<file path="src/rtl/garage_pkg.sv">
// Purpose: shared constants and types for the garage door front end and controller.
// Latency: n/a (declarations only).
// Backpressure: n/a.
//
// Contents: system clock rate, default debounce/safety hold times derived from it,
// button FSM state encoding and a constant max helper for counter sizing.
package garage_pkg;

    localparam int CLK_HZ = 50_000_000;

    // 20 ms button debounce and 5 ms safety release hold at CLK_HZ.
    localparam int DB_CYCLES_DEF   = CLK_HZ / 50;
    localparam int SAFE_CYCLES_DEF = CLK_HZ / 200;

    // Raw encodings kept as plain constants so older code that compares
    // against literal 2-bit values stays compatible with the enum below.
    localparam logic [1:0] ST_LOW       = 2'd0;
    localparam logic [1:0] ST_WAIT_HIGH = 2'd1;
    localparam logic [1:0] ST_HIGH      = 2'd2;
    localparam logic [1:0] ST_WAIT_LOW  = 2'd3;

    typedef enum logic [1:0] {
        LOW       = ST_LOW,
        WAIT_HIGH = ST_WAIT_HIGH,
        HIGH      = ST_HIGH,
        WAIT_LOW  = ST_WAIT_LOW
    } btn_state_e;

    function automatic int max_int(input int a, input int b);
        return (a > b) ? a : b;
    endfunction

endpackage

</file>
<file path="src/rtl/garage_input_conditioner_sync2.sv">
// Purpose: two-flop synchroniser bringing one asynchronous pin into sys_clk.
// Latency: 2 cycles from pin to q.
// Backpressure: none; samples every cycle.
//
// Ports: sys_clk (clock), rst (async active-high, clears both stages to 0),
//        d (asynchronous input), q (synchronised output).
module sync2 (
    input  logic sys_clk,
    input  logic rst,
    input  logic d,
    output logic q
);

    logic meta;

    always_ff @(posedge sys_clk or posedge rst) begin
        if (rst) begin
            meta <= 1'b0;
            q    <= 1'b0;
        end else begin
            meta <= d;
            q    <= meta;
        end
    end

endmodule

</file>
<file path="src/rtl/garage_input_conditioner.sv">
// Purpose: synchronise and debounce the garage button and safety pins for the door controller.
// Latency: button edge to press_pulse 2 + DB_CYCLES + 1 cycles; safety assert 3 cycles, release after SAFE_CYCLES low.
// Backpressure: none; press pulses are dropped (never queued) while safety_db is high.
//
// Ports: sys_clk (50 MHz clock), rst (async active-high),
//        button_raw / safety_raw (asynchronous pins, 1 = pressed / obstructed),
//        button_db (debounced button level), press_pulse (one cycle per accepted press),
//        safety_db (fail-safe safety level, 1 = obstructed),
//        glitch_cnt [7:0] (only when GLITCH_COUNT_EN is defined: saturating count of
//        aborted button transitions).
// Parameters DB_CYCLES and SAFE_CYCLES must both be at least 2.
module garage_input_conditioner
    import garage_pkg::*;
#(
    parameter int DB_CYCLES   = DB_CYCLES_DEF,
    parameter int SAFE_CYCLES = SAFE_CYCLES_DEF
) (
    input  logic       sys_clk,
    input  logic       rst,
    input  logic       button_raw,
    input  logic       safety_raw,
    output logic       button_db,
    output logic       press_pulse,
    output logic       safety_db
`ifdef GLITCH_COUNT_EN
    ,
    output logic [7:0] glitch_cnt
`endif
);

    localparam int CNT_W = $clog2(max_int(DB_CYCLES, SAFE_CYCLES) + 1);

    localparam logic [CNT_W-1:0] DB_LAST   = CNT_W'(DB_CYCLES - 1);
    localparam logic [CNT_W-1:0] SAFE_LAST = CNT_W'(SAFE_CYCLES - 1);
    localparam logic [CNT_W-1:0] CNT_ONE   = CNT_W'(1);

    logic btn_s;
    logic saf_s;

    sync2 u_sync_btn (
        .sys_clk (sys_clk),
        .rst     (rst),
        .d       (button_raw),
        .q       (btn_s)
    );

    sync2 u_sync_saf (
        .sys_clk (sys_clk),
        .rst     (rst),
        .d       (safety_raw),
        .q       (saf_s)
    );

    // ------------------------------------------------------------------
    // Button channel
    // ------------------------------------------------------------------
    btn_state_e       btn_state;
    btn_state_e       btn_state_nxt;
    logic [CNT_W-1:0] btn_cnt;
    logic [CNT_W-1:0] btn_cnt_nxt;
    logic             go_high;
    logic             btn_abort;

    always_comb begin
        btn_state_nxt = btn_state;
        btn_cnt_nxt   = btn_cnt;
        go_high       = 1'b0;
        btn_abort     = 1'b0;
        case (btn_state)
            LOW: begin
                if (btn_s) begin
                    btn_state_nxt = WAIT_HIGH;
                    btn_cnt_nxt   = '0;
                end
            end
            WAIT_HIGH: begin
                if (!btn_s) begin
                    btn_state_nxt = LOW;
                    btn_cnt_nxt   = '0;
                    btn_abort     = 1'b1;
                end else if (btn_cnt == DB_LAST) begin
                    btn_state_nxt = HIGH;
                    btn_cnt_nxt   = '0;
                    go_high       = 1'b1;
                end else begin
                    btn_cnt_nxt = btn_cnt + CNT_ONE;
                end
            end
            HIGH: begin
                if (!btn_s) begin
                    btn_state_nxt = WAIT_LOW;
                    btn_cnt_nxt   = '0;
                end
            end
            WAIT_LOW: begin
                if (btn_s) begin
                    btn_state_nxt = HIGH;
                    btn_cnt_nxt   = '0;
                    btn_abort     = 1'b1;
                end else if (btn_cnt == DB_LAST) begin
                    btn_state_nxt = LOW;
                    btn_cnt_nxt   = '0;
                end else begin
                    btn_cnt_nxt = btn_cnt + CNT_ONE;
                end
            end
            default: begin
                btn_state_nxt = LOW;
                btn_cnt_nxt   = '0;
            end
        endcase
    end

    // ------------------------------------------------------------------
    // Safety channel: asserts immediately on any high sample, releases only
    // after SAFE_CYCLES consecutive low samples.
    // ------------------------------------------------------------------
    logic [CNT_W-1:0] saf_cnt;
    logic [CNT_W-1:0] saf_cnt_nxt;
    logic             safety_db_nxt;

    always_comb begin
        safety_db_nxt = safety_db;
        saf_cnt_nxt   = saf_cnt;
        if (saf_s) begin
            safety_db_nxt = 1'b1;
            saf_cnt_nxt   = '0;
        end else if (safety_db) begin
            if (saf_cnt == SAFE_LAST) begin
                safety_db_nxt = 1'b0;
                saf_cnt_nxt   = '0;
            end else begin
                saf_cnt_nxt = saf_cnt + CNT_ONE;
            end
        end
    end

    // Reset parks the button FSM in HIGH so a button held through reset has to
    // be released before a press can be accepted. button_db is registered from
    // the next state so it still reads 0 while reset is asserted.
    always_ff @(posedge sys_clk or posedge rst) begin
        if (rst) begin
            btn_state   <= HIGH;
            btn_cnt     <= '0;
            button_db   <= 1'b0;
            press_pulse <= 1'b0;
            saf_cnt     <= '0;
            safety_db   <= 1'b1;
        end else begin
            btn_state   <= btn_state_nxt;
            btn_cnt     <= btn_cnt_nxt;
            button_db   <= (btn_state_nxt == HIGH) || (btn_state_nxt == WAIT_LOW);
            // Gate with the safety level that will be visible alongside the
            // pulse, so the controller never sees a press while obstructed.
            press_pulse <= go_high && !safety_db_nxt;
            saf_cnt     <= saf_cnt_nxt;
            safety_db   <= safety_db_nxt;
        end
    end

`ifdef GLITCH_COUNT_EN
    always_ff @(posedge sys_clk or posedge rst) begin
        if (rst) begin
            glitch_cnt <= 8'd0;
        end else if (btn_abort && (glitch_cnt != 8'hFF)) begin
            glitch_cnt <= glitch_cnt + 8'd1;
        end
    end
`else
    // Abort strobe only feeds the optional counter.
    logic unused_abort;
    assign unused_abort = btn_abort;
`endif

endmodule
</file>
<file path="config.mk">
export PLATFORM = sky130hd
export DESIGN_NAME = garage_input_conditioner
export DESIGN_NICKNAME = d
export VERILOG_FILES = /design/src/rtl/garage_pkg.sv /design/src/rtl/garage_input_conditioner_sync2.sv /design/src/rtl/garage_input_conditioner.sv
export SDC_FILE = /design/constraint.sdc
export NUM_CORES = 1
export LEC_CHECK = 0
export BUFFER_PORTS_ARGS = -buffer_cell sky130_fd_sc_hd__buf_4
export CAP_MARGIN = 30
export CORE_UTILIZATION = 40
export CTS_CLUSTER_SIZE = 40
export DETAILED_ROUTE_END_ITERATION = 10
export PLACE_DENSITY = 0.61
export SLEW_MARGIN = 30
export SYNTH_ARGS = -nofsm -noshare
export SYNTH_HDL_FRONTEND = slang
export SYNTH_SLANG_ARGS = --single-unit
</file>
<file path="constraint.sdc">
create_clock -name sys_clk -period 2.38 [get_ports sys_clk]
set_clock_uncertainty 0.1 [all_clocks]
set_input_delay 0.238 -clock sys_clk [delete_from_list [all_inputs] [get_ports sys_clk]]
set_output_delay 0.238 -clock sys_clk [all_outputs]
set_load 0.005 [all_outputs]
</file>
==> flow_summary.yaml, run 1 <==
grt:
  grt_first_pass_wirelength_um: 9320
  antenna_found_initial: 0
  grt_usage: 0.180
  first_global_vias: 1933
  globalRouteOverflowTotal: 0
  grt_max_degree: 21
  grt_use_met2: 0.266
  busiest_layer: "met1"
  use_met1: 0.266
  grt_util_met3: 0.0396
placed_design:
  preCtsSetupSlack_ns: 0.374
  port_buffers: 6
  place.gp.congestion: 0.810
  placed_cells: 345
  place_hpwl_um: 3870
  dpl_cell_area_mm2: 0.00277
sta:
  hold_viol: 0
  relSlewSlack: 0.512
  setup_violations: 0
  fmax_mhz: 497
  rsz0062_at_grt: "no"
  drv_slew: 0
  finalCriticalPeriod_ns: 2.01
  fin_tns_setup_ns: 0
  fin_crit_sh: 0.846
  tightestPinTransition_ns: 0.730
  setup_ws_ns: 0.368
route:
  drc_errors: 0
  avgRoutedWirePerCell_um: 15.1
  ant_nets: 0
  wirelength_um: 5370
  first_iter_violations: 101
  num_vias: 2040
  drt_pass1_iterations: 4
  viasPerCell: 5.73
final_layout:
  diodes: 0
  final_common_cell: "dfrtp_1"
  finalNetCount: 286
  design_area_mm2: 0.00293
  layout-drive-gt1-share: 0.128
  mostFrequentLayoutCells: "dfrtp_1, nor2_1, nand2_1, nand3_1, nand4_1"
  syn2layout_area_growth_pct: 13.0
  final_util: 0.481
  fin_cells: 356
die:
  die_area_mm2: 0.00681
  dieWidth_um: 82.5
  die_h_um: 82.5
  boundaryPins: 7
  core_mm2: 0.00610
  start_util: 0.425
  rows: 28
yosys:
  yosys_register_bits: 49
  syn_area_per_cell_um2: 9.82
  synth_warnings: 0
  ys_async_sr_fraction: 1.00
  synth_nets: 270
  synth_cell_type_count: 59
  ys_seq_area_frac: 0.474
  synthFlopType: "dfrtp_1"
  syn_area_mm2: 0.00259
  synth_cells: 264
  synth_enable_flop_cells: 0
setup_path:
  crit_type: "flip-flop to flip-flop"
  end_kind: "flip-flop"
  cp-start-kind: "flip-flop"
  critical_path.top_delay_family: "simple AND/OR/NAND/NOR gates"
  cp.required_ns: 2.49
  arrival_ns: 2.12
  crit_chain: "nand4_2 -> or4_4 -> or4_1 -> o311ai_1"
  crit_path_max_incr_delay_ns: 0.60
  crit_path_top_delay_cell: "or4_4"
  worstPathMaxFanout: 8
  crit_buf_inv: 0
power_and_ir_drop:
  ir_drop_mv: 0.286
  p_leak_nw: 1.22
  p_per_area_mw_per_mm2: 557
clock_network:
  cts_sinks: 49
  post_cts_buffers: 0
  cts_tree: "built"
  clock_latency_ns: 0.30
  htreeDepth: 2
  post_cts_resized: 0
  clockRootBuffer: "clkbuf_8"
  ctsHoldBuffers: 3
  cts_buffer_depth: 2
  clk_pin_slew_ns: 0.09
  numCtsBuffers: 5
min_path:
  min_path_type: "flip-flop to flip-flop"
outcome:
  outcome: "finished, final reports clean"
job:
  cap_viol_max_count: 0
through the flow:
step	power, mW	hold slack (ns)
detailed placement	0.948	0.104
finish	1.63	0.256
global route	1.70	0.262
floorplan	0.918	0.169
CTS	1.66	0.260
global placement	0.946	0.102
cell families (layout without fill, tap and decap cells):
kind of cell,after synthesis,in the layout,share of synthesized area
AO/OA/AOI/OAI,40,40,0.111
AND/OR/NAND/NOR,128,128,0.275
adder cells (fa/ha/maj),2,2,0.00965
multiplexers,7,7,0.0294
flip-flops,49,49,0.474
XOR/XNOR,22,22,0.0743
buffers and inverters,16,33,0.0260
synthesized netlist by cell type, drive strengths merged, types with 2 or more instances:
cell | n | area [um^2]
a21boi | 2 | 15.0
a21o | 2 | 15.0
a21oi | 8 | 40.0
a31oi | 2 | 12.5
and3 | 7 | 43.8
and4 | 5 | 45.0
buf | 4 | 22.5
clkbuf | 4 | 15.0
dfrtp | 47 | 1180
dfstp | 2 | 52.6
ha | 2 | 25.0
inv | 8 | 30.0
mux2 | 5 | 56.3
mux2i | 2 | 20.0
nand2 | 19 | 78.8
nand2b | 2 | 12.5
nand3 | 14 | 70.1
nand3b | 2 | 15.0
nand4 | 15 | 100
nor2 | 36 | 140
nor2b | 2 | 12.5
nor3 | 6 | 30.0
nor3b | 2 | 15.0
nor4 | 5 | 43.8
nor4b | 4 | 41.3
o21ai | 7 | 35.0
o22ai | 2 | 12.5
o311ai | 3 | 26.3
or3 | 3 | 18.8
or4 | 3 | 26.3
xnor2 | 10 | 87.6
xor2 | 12 | 105
sequential cells by signal, summed over array words and instances, names as in the netlist:
register / flops
btn_cnt: 20
btn_state: 2
button_db: 1
press_pulse: 1
saf_cnt: 20
safety_db: 1
u_sync_btn.meta: 1
u_sync_btn.q: 1
u_sync_saf.meta: 1
u_sync_saf.q: 1
per-layer routing:
metal  share of wire  wire, um  vias up
li1                -         -      997
met1            0.51      2750      994
met2            0.43      2320       44
met3           0.047       251        5
met4          0.0089        48        0
met5               0         0        -
cell type report:
cell class | instances | area, um^2
Fill cell | 597 | 3160
Inverter | 8 | 30.0
Timing Repair Buffer | 17 | 148
Multi-Input combinational cell | 199 | 1300
Clock inverter | 3 | 65.1
Clock buffer | 5 | 68.8
Tap cell | 75 | 93.8
Sequential cell | 49 | 1230
final timing paths:
path | from | end | depth (start not counted) | slack, ns
worst min-delay path | u_sync_btn.meta | u_sync_btn.q | 0 | 0.26
worst min register to register | u_sync_btn.meta | u_sync_btn.q | 0 | 0.26
worst max register to register | saf_cnt[6] | saf_cnt[11] | 4 | 0.37
max in group asynchronous | rst | safety_db | 4 | 1.25
worst max-delay path | saf_cnt[6] | saf_cnt[11] | 4 | 0.37
min in group asynchronous | rst | btn_cnt[4] | 3 | 0.32
report_power, final:
group	leakage (nW)	switching, mW	internal [mW]
logic	0.490	0.0444	0.0303
registers	0.662	0.0151	0.843
clock network	0.0681	0.283	0.417
total	1.22	0.343	1.29
Power figures use the tool's default switching activity.
==> inputs of run 2 (changes only) <==
- clock period: 2.38 -> 2 ns (I/O delays scaled with it)
==> run 2 against run 1 <==
Die area did not move. Clock-buffer cell count up 1. Flip-flop and latch count stayed put. Cell count rose by 5.3%. Core utilization grew 1.9 points. Clock power shrank 18%. Register-to-register slack worse by 0.28 ns. Highest routed layer unchanged.
==> flow_summary.yaml, run 2 (synthesized netlist as in run 1, its figures left out) <==
outcome:
  outcome: "finished, final reports clean"
sta:
  finalCriticalPeriod_ns: 1.91
  hold_viol: 0
  setup_ws_ns: 0.0874
  setup_violations: 0
  drv_slew: 0
  relSlewSlack: 0.529
  fin_tns_setup_ns: 0
  fmax_mhz: 523
  tightestPinTransition_ns: 0.704
  fin_crit_sh: 0.956
route:
  drc_errors: 0
  avgRoutedWirePerCell_um: 14.9
  viasPerCell: 5.72
  drt_pass1_iterations: 4
  num_vias: 2146
  first_iter_violations: 159
  wirelength_um: 5590
  ant_nets: 0
clock_network:
  clk_pin_slew_ns: 0.09
  numCtsBuffers: 5
  cts_buffer_depth: 2
  clockRootBuffer: "clkbuf_8"
  clock_latency_ns: 0.30
  htreeDepth: 2
  cts_sinks: 49
  cts_tree: "built"
die:
  rows: 28
  start_util: 0.425
  boundaryPins: 7
  dieWidth_um: 82.5
  core_mm2: 0.00610
  die_h_um: 82.5
  die_area_mm2: 0.00681
placed_design:
  place_hpwl_um: 4010
  port_buffers: 6
  preCtsSetupSlack_ns: 0.0451
  dpl_cell_area_mm2: 0.00288
  place.gp.congestion: 0.802
setup_path:
  cp.required_ns: 2.09
  crit_type: "flip-flop to flip-flop"
  end_kind: "flip-flop"
  arrival_ns: 2.00
  cp-start-kind: "flip-flop"
  worstPathMaxFanout: 4
min_path:
  min_path_type: "flip-flop to flip-flop"
final_layout:
  diodes: 0
  final_common_cell: "dfrtp_1"
  fill_cells: 591
  finalNetCount: 305
  syn2layout_area_growth_pct: 17.5
  layout-drive-gt1-share: 0.207
  design_area_mm2: 0.00305
  final_util: 0.500
  largestRegisters: "btn_cnt (20), saf_cnt (20), btn_state (2)"
  mostFrequentLayoutCells: "dfrtp_1, nor2_1, buf_4, nand2_1, nand4_1"
power_and_ir_drop:
  p_per_area_mw_per_mm2: 556
  p_leak_nw: 1.29
  ir_drop_mv: 0.392
grt:
  grt_first_pass_wirelength_um: 9380
  antenna_found_initial: 0
  grt_max_degree: 23
  first_global_vias: 1934
  grt_usage: 0.181
  globalRouteOverflowTotal: 0
job:
  cap_viol_max_count: 0
[run 2: cell types whose count changed in the layout (fill, tap and decap cells not counted), sizes merged]
cell,change
buf,+19
bufinv,-2
clkbuf,+1
clkinv,+1
[run 2: worst max-delay path, cell delays in order, from the launching register on]
cell and delay (ns):
dfrtp_1 0.43, nor4_2 0.28, nand2_1 0.17, o311a_1 0.44
buf_4 0.16, a22o_1 0.23
[run 2: layout make-up]
class	instances	area, um^2	share of cell area
inverters	8	30.0	0.00986
repair buffers	36	278	0.0912
multi-input cells	199	1330	0.437
flip-flops and latches	49	1230	0.404
clock buffers	6	72.6	0.0238
well taps	75	93.8	0.0308
clock inverters	2	10.0	0.00329
[run 2: power by group]
part | internal (mW) | switching (mW)
Sequential | 1.00 | 0.0153
Clock | 0.243 | 0.334
Combinational | 0.0394 | 0.0572
Total | 1.29 | 0.407
[run 2: repair_timing]
item	CTS	global route
hold buffers	3	0
endpoints found under the hold margin	20	0
gates resized for setup	0	8
buffers inserted	0	3
setup endpoints to repair	0	33
[run 2: metal layers]
layer | share of wire | GRT usage | vias up
li1 | - | - | 1037
met1 | 0.52 | 0.282 | 1056
met2 | 0.42 | 0.252 | 47
met3 | 0.048 | 0.0275 | 6
met4 | 0.013 | 0.0586 | 0
met5 | 0 | 0 | -
[run 2: worst paths after layout]
path                            depth (start not counted)  slack (ns)            start           end
min in group asynchronous                               3        0.37              rst    saf_cnt[6]
worst min register to register                          0        0.26  u_sync_btn.meta  u_sync_btn.q
max in group asynchronous                               4        0.87              rst    btn_cnt[5]
worst max-delay path                                    5        0.09      btn_cnt[12]    btn_cnt[1]
worst min-delay path                                    0        0.26  u_sync_btn.meta  u_sync_btn.q
worst max register to register                          5        0.09      btn_cnt[12]    btn_cnt[1]
[run 2: through the flow]
stage	total power, mW	cells	hold slack, ns
2_1_floorplan	1.09	264	0.131
3_3_place_gp	1.13	361	0.153
3_5_place_dp	1.13	361	0.152
4_1_cts	1.71	372	0.256
5_1_grt	1.76	375	0.261
6_report	1.69	375	0.255
==> inputs of run 3 (changes only) <==
- BUFFER_PORTS_ARGS: -buffer_cell sky130_fd_sc_hd__buf_4 -> not set
- DONT_BUFFER_PORTS: not set -> 1
- PLACE_DENSITY: 0.61 -> 0.6
==> run 3 against run 2 <==
Flip-flop and latch count stayed put. Die area stayed put. Power is 9.1% higher. Critical path type unchanged. Sequential power hardly changed. Clock-buffer cell count is 1 higher. Core utilization is 0.31 points higher. Via count is 1.7% lower.
==> flow_summary.yaml, run 3 (synthesized netlist as in run 1, its figures left out) <==
route:
  avgRoutedWirePerCell_um: 15.3
  num_vias: 2109
  drc_errors: 0
  ant_nets: 0
  wirelength_um: 5690
  first_iter_violations: 143
  drt_pass1_iterations: 5
  viasPerCell: 5.68
sta:
  hold_viol: 0
  tightestPinTransition_ns: 0.779
  finalCriticalPeriod_ns: 1.95
  fin_crit_sh: 0.974
  fmax_mhz: 513
  rsz0062_at_grt: "yes"
  fin_tns_setup_ns: 0
  relSlewSlack: 0.480
  drv_slew: 0
  setup_violations: 0
setup_path:
  worstPathMaxFanout: 4
  crit_path_start: "btn_cnt[8]"
  end_kind: "flip-flop"
  regToRegStartpoint: "btn_cnt[8]"
  crit_type: "flip-flop to flip-flop"
  arrival_ns: 2.04
  cp-start-kind: "flip-flop"
  cp.required_ns: 2.09
final_layout:
  multi_input_area_mm2: 0.00135
  fin_cells: 371
  fill_cells: 601
  diodes: 0
  syn2layout_area_growth_pct: 18.2
  seqCellArea_mm2: 0.00123
  layout-drive-gt1-share: 0.193
  final_common_cell: "dfrtp_1"
  largestRegisters: "btn_cnt (20), saf_cnt (20), btn_state (2)"
  finalNetCount: 301
  mostFrequentLayoutCells: "dfrtp_1, nor2_1, buf_4, nand2_1, nand4_1"
placed_design:
  place.gp.congestion: 0.849
  placed_cells: 357
  place_hpwl_um: 3930
  port_buffers: 0
power_and_ir_drop:
  pwr-share-clk: 0.396
  internal_power_mw: 1.45
  p_per_area_mw_per_mm2: 603
  p_switching_mw: 0.398
  p_sw_frac: 0.216
  ir_drop_mv: 0.581
  power_frac_seq: 0.553
  combinationalPowerShare: 0.051
  p_leak_nw: 1.30
die:
  die_area_mm2: 0.00681
  dieWidth_um: 82.5
  start_util: 0.425
  core_mm2: 0.00610
  boundaryPins: 7
  die_h_um: 82.5
  rows: 28
clock_network:
  htreeDepth: 2
  clock_latency_ns: 0.30
  cts_sinks: 49
  cts_buffer_depth: 2
  clockRootBuffer: "clkbuf_8"
  numCtsBuffers: 5
  cts_tree: "built"
  clk_pin_slew_ns: 0.09
grt:
  antenna_found_initial: 0
  grt_usage: 0.189
  grt_max_degree: 38
  grt_first_pass_wirelength_um: 9540
  first_global_vias: 1981
  globalRouteOverflowTotal: 0
outcome:
  outcome: "finished, final reports clean"
min_path:
  min_path_type: "flip-flop to flip-flop"
  hold_start: "u_sync_btn.meta"
job:
  cap_viol_max_count: 0
-- run 3: what timing repair did --
| action | 4_1_cts | 5_1_grt |
|---|---|---|
| setup buffers | 0 | 3 |
| hold endpoints to repair | 35 | 0 |
| cloned | 0 | 0 |
| endpoints found under the setup margin | 1 | 24 |
| gates resized for setup | 1 | 8 |
| hold buffers | 3 | 0 |
| pin swaps | 0 | 3 |
-- run 3: per-layer routing --
| layer | vias to the layer above | wire length [um] | GRT usage |
|---|---|---|---|
| met5 | - | 0 | 0 |
| met4 | 0 | 46 | 0.0690 |
| met3 | 4 | 239 | 0.0407 |
| met2 | 40 | 2600 | 0.274 |
| met1 | 1038 | 2800 | 0.277 |
| li1 | 1027 | - | - |
-- run 3: worst paths after layout --
check / to / slack (ns) / cells past startpoint
worst max-delay path: btn_cnt[1] / 0.05 / 5
worst min-delay path: u_sync_btn.q / 0.26 / 0
worst max register to register: btn_cnt[1] / 0.05 / 5
worst min register to register: u_sync_btn.q / 0.26 / 0
max in group asynchronous: saf_cnt[5] / 0.78 / 3
min in group asynchronous: button_db / 0.39 / 2
-- run 3: stage by stage --
stage               setup WS [ns]  power (mW)  hold slack [ns]  utilization  area (um^2)
CTS                        0.0422        1.86            0.262        0.492         3000
global route              -0.0625        1.92            0.275        0.503         3070
detailed placement         0.0235        1.12            0.131        0.467         2850
global placement           0.0333        1.12            0.131        0.467         2850
finish                     0.0523        1.85            0.258        0.503         3070
floorplan                   0.124        1.09            0.131            -         2590
-- run 3: final cells by class --
type,instances,area share
multi-input combinational,199,0.439
sequential,49,0.401
timing repair buffer,32,0.0820
tap,75,0.0306
clock buffer,7,0.0282
clock inverter,1,0.00980
inverter,8,0.00980
-- run 3: critical path, stage by stage, from the launching register on --
cell	delay (ns)
dfrtp_1	0.43
nor4b_2	0.27
nand3b_1	0.26
o311a_1	0.40
buf_4	0.15
a22o_1	0.22
-- run 3: power groups by stage --
stage / clock network, mW / logic [mW] / registers [mW]
after floorplan: 0 / 0.0604 / 1.03
after global placement: 0 / 0.0842 / 1.04
after detailed placement: 0 / 0.0838 / 1.04
after CTS: 0.752 / 0.0903 / 1.02
after global routing: 0.788 / 0.106 / 1.02
final: 0.732 / 0.0942 / 1.02
